$ cat src/rtl/falafel_pkg.sv
// falafel_pkg
//   Shared constants for the falafel allocator datapath.
//   DATA_W : width of one response word.
package falafel_pkg;

  parameter int DATA_W = 64;

endpackage

$ cat src/rtl/falafel_resp_fifo.sv
// falafel_resp_fifo
//   Response FIFO between the allocator core and the response output stage.
//   The core pushes one word per accepted push. The output stage reads through
//   a show-ahead port: the head word is visible on resp_fifo_dout_o whenever the
//   FIFO holds data, and a read strobe consumes it at the next clock edge.
//   An occupancy count gives the core back-pressure, and two sticky flags
//   record overflow/underflow attempts for debug.
//
// Ports
//   clk_i              : clock, all state changes on the rising edge
//   rst_i              : synchronous active-high reset
//   push_i             : write strobe from the core
//   push_data_i        : word to enqueue
//   resp_fifo_full_o   : count == DEPTH
//   resp_fifo_read_i   : pop strobe from the output stage
//   resp_fifo_empty_o  : count == 0
//   resp_fifo_dout_o   : head word, '0 when empty
//   usage_o            : current occupancy, 0..DEPTH
//   ovf_o              : sticky, a push was attempted while full
//   udf_o              : sticky, a read was attempted while empty
//
// Handshake semantics
//   Write side: push_i acts as "valid" and !resp_fifo_full_o as "ready"; a word
//   transfers on a rising edge where both are high. Read side:
//   !resp_fifo_empty_o acts as "valid" and resp_fifo_read_i as "ready"; the head
//   word is consumed on a rising edge where both are high. A strobe raised
//   while its partner is low is dropped and only sets the matching sticky
//   error flag. Both full and empty come from registered state only, so
//   neither strobe has a combinational path to any output.
//
// Parameter constraints
//   DEPTH must be a power of two and >= 2 so the pointers wrap naturally.
module falafel_resp_fifo #(
  parameter int DATA_W = falafel_pkg::DATA_W,
  parameter int DEPTH  = 8,
  parameter int CNT_W  = $clog2(DEPTH + 1)
) (
  input  logic              clk_i,
  input  logic              rst_i,
  input  logic              push_i,
  input  logic [DATA_W-1:0] push_data_i,
  output logic              resp_fifo_full_o,
  input  logic              resp_fifo_read_i,
  output logic              resp_fifo_empty_o,
  output logic [DATA_W-1:0] resp_fifo_dout_o,
  output logic [CNT_W-1:0]  usage_o,
  output logic              ovf_o,
  output logic              udf_o
);

  localparam int PTR_W = $clog2(DEPTH);

  // Storage and bookkeeping
  logic [DATA_W-1:0] mem [DEPTH];
  logic [PTR_W-1:0]  wr_ptr;
  logic [PTR_W-1:0]  rd_ptr;
  logic [CNT_W-1:0]  count;
  logic              ovf_q;
  logic              udf_q;

  // Decoded status and accept strobes
  logic full;
  logic empty;
  logic push_acc;
  logic pop_acc;

  assign full  = (count == CNT_W'(DEPTH));
  assign empty = (count == '0);

  // A push into a full FIFO is dropped even if a pop frees a slot in the same
  // cycle; full is taken from the registered count, never from the pop.
  assign push_acc = push_i && !full;
  assign pop_acc  = resp_fifo_read_i && !empty;

  // Pointers, occupancy and sticky error flags
  always_ff @(posedge clk_i) begin
    if (rst_i) begin
      wr_ptr <= '0;
      rd_ptr <= '0;
      count  <= '0;
      ovf_q  <= 1'b0;
      udf_q  <= 1'b0;
    end else begin
      if (push_acc) begin
        wr_ptr <= wr_ptr + PTR_W'(1);
      end
      if (pop_acc) begin
        rd_ptr <= rd_ptr + PTR_W'(1);
      end

      // Simultaneous push and pop leave the count unchanged.
      unique case ({push_acc, pop_acc})
        2'b10:   count <= count + CNT_W'(1);
        2'b01:   count <= count - CNT_W'(1);
        default: count <= count;
      endcase

      if (push_i && full) begin
        ovf_q <= 1'b1;
      end
      if (resp_fifo_read_i && empty) begin
        udf_q <= 1'b1;
      end
    end
  end

  // Memory array is not reset; stale contents are never visible because the
  // output is forced to zero while empty. A push in the reset cycle is ignored.
  always_ff @(posedge clk_i) begin
    if (!rst_i && push_acc) begin
      mem[wr_ptr] <= push_data_i;
    end
  end

  // Show-ahead read port. There is no bypass from push_data_i: a word pushed
  // into an empty FIFO appears one cycle later.
  always_comb begin
    resp_fifo_dout_o = '0;
    if (!empty) begin
      resp_fifo_dout_o = mem[rd_ptr];
    end
  end

  assign resp_fifo_full_o  = full;
  assign resp_fifo_empty_o = empty;
  assign usage_o           = count;
  assign ovf_o             = ovf_q;
  assign udf_o             = udf_q;

endmodule
$ cat config.mk
export PLATFORM = sky130hd
export DESIGN_NAME = falafel_resp_fifo
export DESIGN_NICKNAME = d
export VERILOG_FILES = /design/src/rtl/falafel_pkg.sv /design/src/rtl/falafel_resp_fifo.sv
export SDC_FILE = /design/constraint.sdc
export NUM_CORES = 1
export LEC_CHECK = 0
export CAP_MARGIN = 40
export CELL_PAD_IN_SITES_DETAIL_PLACEMENT = 0
export CELL_PAD_IN_SITES_GLOBAL_PLACEMENT = 1
export CORE_UTILIZATION = 25
export CTS_BUF_LIST = sky130_fd_sc_hd__clkbuf_8
export DETAILED_ROUTE_END_ITERATION = 8
export HOLD_SLACK_MARGIN = 0.05
export PLACE_DENSITY = 0.46
export SETUP_SLACK_MARGIN = 0.02
export SYNTH_ARGS = -nofsm -noshare
export SYNTH_HDL_FRONTEND = slang
export SYNTH_SLANG_ARGS = --single-unit
$ cat constraint.sdc
create_clock -name clk_i -period 10 [get_ports clk_i]
set_input_delay 2 -clock clk_i [delete_from_list [all_inputs] [get_ports clk_i]]
set_output_delay 2 -clock clk_i [all_outputs]
set_load 0.02 [all_outputs]
Word level (Yosys, flattened, before mapping)
Memories as Yosys holds them, arrays and structs flattened. A register that Yosys moved wholly into a read port is not among the register bits.
Index checks and enable logic that the tools add are counted.
{ "classes": {"addsub": 4, "eq_ne": 3, "n_mux": 6, "n_reduce_logical": 10} }
{ "op_table": {"columns": ["cell", "n"], "rows": [
  ["2-to-1 mux 64 bit", 1],
  ["one-hot mux 4 bit (2 select lines)", 1],
  ["adder 3 x 1 -> 3 bit (second input constant)", 2],
  ["2-to-1 mux 3 bit", 2],
  ["logical AND 1 bit", 5],
  ["adder 4 x 1 -> 4 bit (second input constant)", 1],
  ["== test 4 bit (second input constant)", 1],
  ["logical NOT 4 bit", 1],
  ["subtractor 4 x 1 -> 4 bit (second input constant)", 1],
  ["logical NOT 1 bit", 3],
  ["== test 2 x 1 -> 1 bit (second input constant)", 1],
  ["== test 2 bit (second input constant)", 1],
  ["2-to-1 mux 1 bit", 2],
  ["nonzero test 2 bit", 1]
]} }
{ "word_totals": {"ff_bits": 12, "ram_bits": 512, "output_inout_bits": 72, "elab_cells": 29, "mem_count": 1} }
{ "memory_table": {"columns": ["memory", "depth", "width", "rd", "rd_clocked_by_memory_dff", "write_ports", "line", "text"], "rows": [
  ["mem", 8, 64, 1, 1, 1, "falafel_resp_fifo.sv:54", "logic [DATA_W-1:0] mem [DEPTH];"]
]} }

Logic depth before layout (Yosys ltp)
{ "logic_depth": {"word_depth": 6, "ltp_mapped": 11} }

Worst setup path after synthesis
OpenSTA, ideal clock, no wires.
{ "synth_path": {"kind": "input port to flip-flop", "from": "in rst_i", "to": "mem mem[0][0], enable pin", "setup_time_ns": 0.666, "arrival_ns": 8.910, "required_ns": 9.334, "slack_ns": 0.423, "path_stages": 3, "path_cell_list": "clkbuf_1 > nor2_1 > nor4b_1"} }
{ "synth_between": {"elab_chain_len": 4} }
{ "synth_lines": {"columns": ["item", "line", "text"], "rows": [
  ["start, declared", "falafel_resp_fifo.sv:39", "input logic rst_i,"],
  ["logical NOT 1 bit", "falafel_resp_fifo.sv:110", "if (!rst_i && push_acc) begin"],
  ["logical AND 1 bit", "falafel_resp_fifo.sv:110", null],
  ["2-to-1 mux 1 bit", "falafel_resp_fifo.sv:110", null],
  ["2-to-1 mux 1 bit (not written as such)", "falafel_resp_fifo.sv:111", "mem[wr_ptr] <= push_data_i;"],
  ["end, declared", "falafel_resp_fifo.sv:54", null]
]} }
Every way passes these cells.

==> key figures <==
Status
  – Status: finished clean

Global route
  – Total gr overflow: 0
  – Largest net degree at the start of global routing: between 50 and 60
  – Global-route wire length before repair: ~72000 um
  – Number of global-route vias before repair: 10576
  – GRT Total Usage: 0.122
  – Initial antenna violation count: 2

Cells and area
  – Final net count: 1191
  – Antenna Cells: 0
  – Syn-to-layout area delta: 23.7%
  – Layout cells sized above 1: 0.253

Timing
  – Setup repair after global routing missed its margin: false
  – Post-route setup TNS: 0 ps
  – Skew final: 19.3 ps
  – FMAX: 175 MHz
  – Fin crit period: 5710 ps
  – Slew headroom: 0.468
  – Final number of setup-violating endpoints: 0
  – Final Max Tran Viols: 0
  – Fin. Hold Viols: 0
  – Final worst-path cycle share: 0.571
  – Slew @ Worst Pin: 798 ps

Synth
  – Avg Inst Size Synth: approximately 23 um2
  – Number of synthesized register bits: 527
  – Post-Synthesis Cells: between 800 and 900
  – Netlist cell types: 34
  – Syn Nets: 967
  – Mapped Area: ~20000 um2
  – YS warnings: 0
  – Post-synthesis sequential area ratio: 0.779

Hold path
  – Hold Path Depth: 2
  – Hold WC Path Type: reg -> reg
  – Hold Path Origin: ovf_o$_SDFFE_PP0P_
  – Hold Path End: ovf_o$_SDFFE_PP0P_

Power and ir drop
  – Leakage Power: 7.60 nW
  – Max rail drop VDD: roughly 0.13 mV
  – Overall Power: 6.14 mW
  – PD cells: 247 nW/um2

Worst setup path
  – R2R setup slack: 6830 ps
  – Critical path fanouts, max: 34
  – Crit path kind: reg -> out
  – Register-to-Register Path Depth: 6
  – CP required: 8000 ps
  – RR Endpoint: mem[4][60]$_DFFE_PP_
  – Critical Path AT: 3710 ps
  – Worst R2R Start: usage_o[1]$_SDFFE_PP0P_
  – Critical-path cell list: buf_16, buf_4, buf_12, mux4_2, mux2i_1, nor2_1, clkdlybuf4s50_1
  – Critical Path Sink Type: output pin
  – CP max-delay cell: clkdlybuf4s50_1
  – Worst path top cell family by delay: buffers and inverters
  – Critical path's largest stage delay: 550 ps
  – CP startpoint kind: flop
  – Worst path buffer plus inverter count: 4

CTS
  – Clk slew on worst S/H paths: 60 ps
  – Clock Sinks: 527
  – CTS Buf Count: 94
  – CTS root buffer: clkbuf_8
  – Post-cts resize count: 0
  – H-tree depth: 3
  – Hold-fix buffer count after cts: 0
  – Setup Fix Bufs, Post-CTS: 0
  – Clock Latency Late Sink: between 600 and 700 ps
  – Max Root-Sink Buffers: 3
  – CTS tree: built

Place
  – Routability cong.: 0.664
  – I/O Buffers: 139
  – Hpwl dp: 27000 um

Die
  – Core Area: 79400 um2
  – Row count: around 100
  – Top Ports: 140
  – Die area: about 80000 um2
  – Starting Density: 0.254
  – Die width: between 200 and 300 um
  – Die Ht: 286 um

Job
  – Max Cap Viol: 0

Routing
  – DR DRC count: 0
  – Final ANT Viol Nets: 0
  – Drt initial violations: 487
  – Final wirelength: just under 50000 um
  – Via count: 9539
  – Drt via density: approximately 4.3
  – Pre-Repair DR Iteration Count: 4
  – Wire length per cell: 21.8 um
==> final cells by class <==
class                           instances  area (um2)
Tap cell                             1050        1310
Timing Repair Buffer                  175        1880
Clock inverter                         73         418
Sequential cell                       527       15700
Clock buffer                           97        1340
Fill cell                            7757       54500
Inverter                                1        3.75
Multi-Input combinational cell        319        4260
==> cell usage after synthesis, drive strengths merged <==
| library cell | count | share of area |
|---|---|---|
| a21oi | 5 | 0.0014 |
| nor4b | 2 | 0.00087 |
| edfxtp | 512 | 0.76 |
| buf | 34 | 0.0094 |
| nand4b | 1 | 0.00044 |
| nand3 | 4 | 0.0012 |
| mux4 | 128 | 0.14 |
| a211o | 1 | 0.00044 |
| xnor2 | 1 | 0.00044 |
| dfxtp | 15 | 0.015 |
| mux2i | 66 | 0.033 |
| inv | 1 | 0.00019 |
| xor2 | 6 | 0.0030 |
| nand3b | 2 | 0.00075 |
| or3 | 1 | 0.00031 |
| nor4bb | 1 | 0.00050 |
| o21ai | 3 | 0.00075 |
| or4b | 1 | 0.00050 |
| clkbuf | 13 | 0.0024 |
| nor3 | 3 | 0.00075 |
| nor4 | 2 | 0.0014 |
| ha | 5 | 0.0031 |
| nor2b | 2 | 0.00062 |
| nor2 | 80 | 0.015 |
| nand2 | 5 | 0.0019 |
==> worst max path at each step <==
stage	from	end	slack, ps	cells after the start
2_1_floorplan	rst_i	mem[0][0]$_DFFE_PP_	420	3
3_3_place_gp	flop	resp_fifo_dout_o[46]	4370	5
3_5_place_dp	flop	resp_fifo_dout_o[39]	4840	7
4_1_cts	flop	resp_fifo_dout_o[39]	4060	7
5_1_grt	flop	resp_fifo_dout_o[39]	3930	7
6_report	flop	resp_fifo_dout_o[39]	4290	7
==> metrics by stage <==
stage	utilization	area (um2)	cells	hold WS [ps]	worst slack, ps
3_3_place_gp	0.288	22800	2059	455	4370
6_report	0.314	24900	2242	472	4290
4_1_cts	0.314	24900	2242	473	4060
5_1_grt	0.314	24900	2242	536	3930
3_5_place_dp	0.292	23200	2072	459	4840
2_1_floorplan	-	20100	894	485	423
==> placed cells by master (no fill, tap or decap), types with 2 or more instances in the layout <==
| cell type | n |
|---|---|
| o21ai_0 | 3 |
| xor2_1 | 5 |
| clkinvlp_4 | 2 |
| buf_12 | 5 |
| clkinv_2 | 15 |
| nand3_1 | 3 |
| edfxtp_1 | 512 |
| nand3b_1 | 2 |
| nor2_1 | 77 |
| nand2_1 | 3 |
| nor2b_1 | 2 |
| nor3_2 | 3 |
| clkinv_1 | 25 |
| nor2_4 | 3 |
| buf_4 | 23 |
| inv_1 | 25 |
| mux2i_1 | 66 |
| dfxtp_1 | 12 |
| ha_1 | 5 |
| buf_16 | 8 |
| mux4_2 | 128 |
| dfxtp_4 | 3 |
| a21oi_1 | 4 |
| bufinv_16 | 4 |
| clkdlybuf4s50_1 | 139 |
| clkbuf_8 | 97 |
==> worst register-to-register path, cell delays in order, from the launching register on <==
cell and delay [ps]:
dfxtp_1 540, or4b_1 430, nand3_1 360, nor4_2 250
buf_4 460, buf_4 530, buf_12 270
==> logic make-up after synthesis <==
family                     synth area share
muxes                                 0.176
DFF                                   0.779
adders and majority gates           0.00311
buffers and inverters                0.0121
and+or+nand+nor                      0.0241
AOI/OAI and AO/OA                   0.00261
xor gates and xnor gates            0.00342
==> sequential cells by signal, summed over array words and instances, names as in the netlist, named ones only <==
name,cells
mem,512
usage_o,4
rd_ptr,3
wr_ptr,3
ovf_o,1
udf_o,1
==> layer usage <==
layer	part of all wire	global-route usage
met1	0.43	0.153
met2	0.50	0.205
met3	0.046	0.0278
met4	0.019	0.0405
met5	0.00049	0
==> power by group <==
group / switching, mW / internal, mW / leakage (nW) / total, mW
registers: 0.0482 / 2.50 / 4.75 / 2.55
logic: 0.886 / 0.826 / 1.86 / 1.71
clock network: 0.882 / 1.00 / 0.996 / 1.89
total: 1.82 / 4.33 / 7.60 / 6.14
No activity file was read; power rests on OpenSTA's default activity.
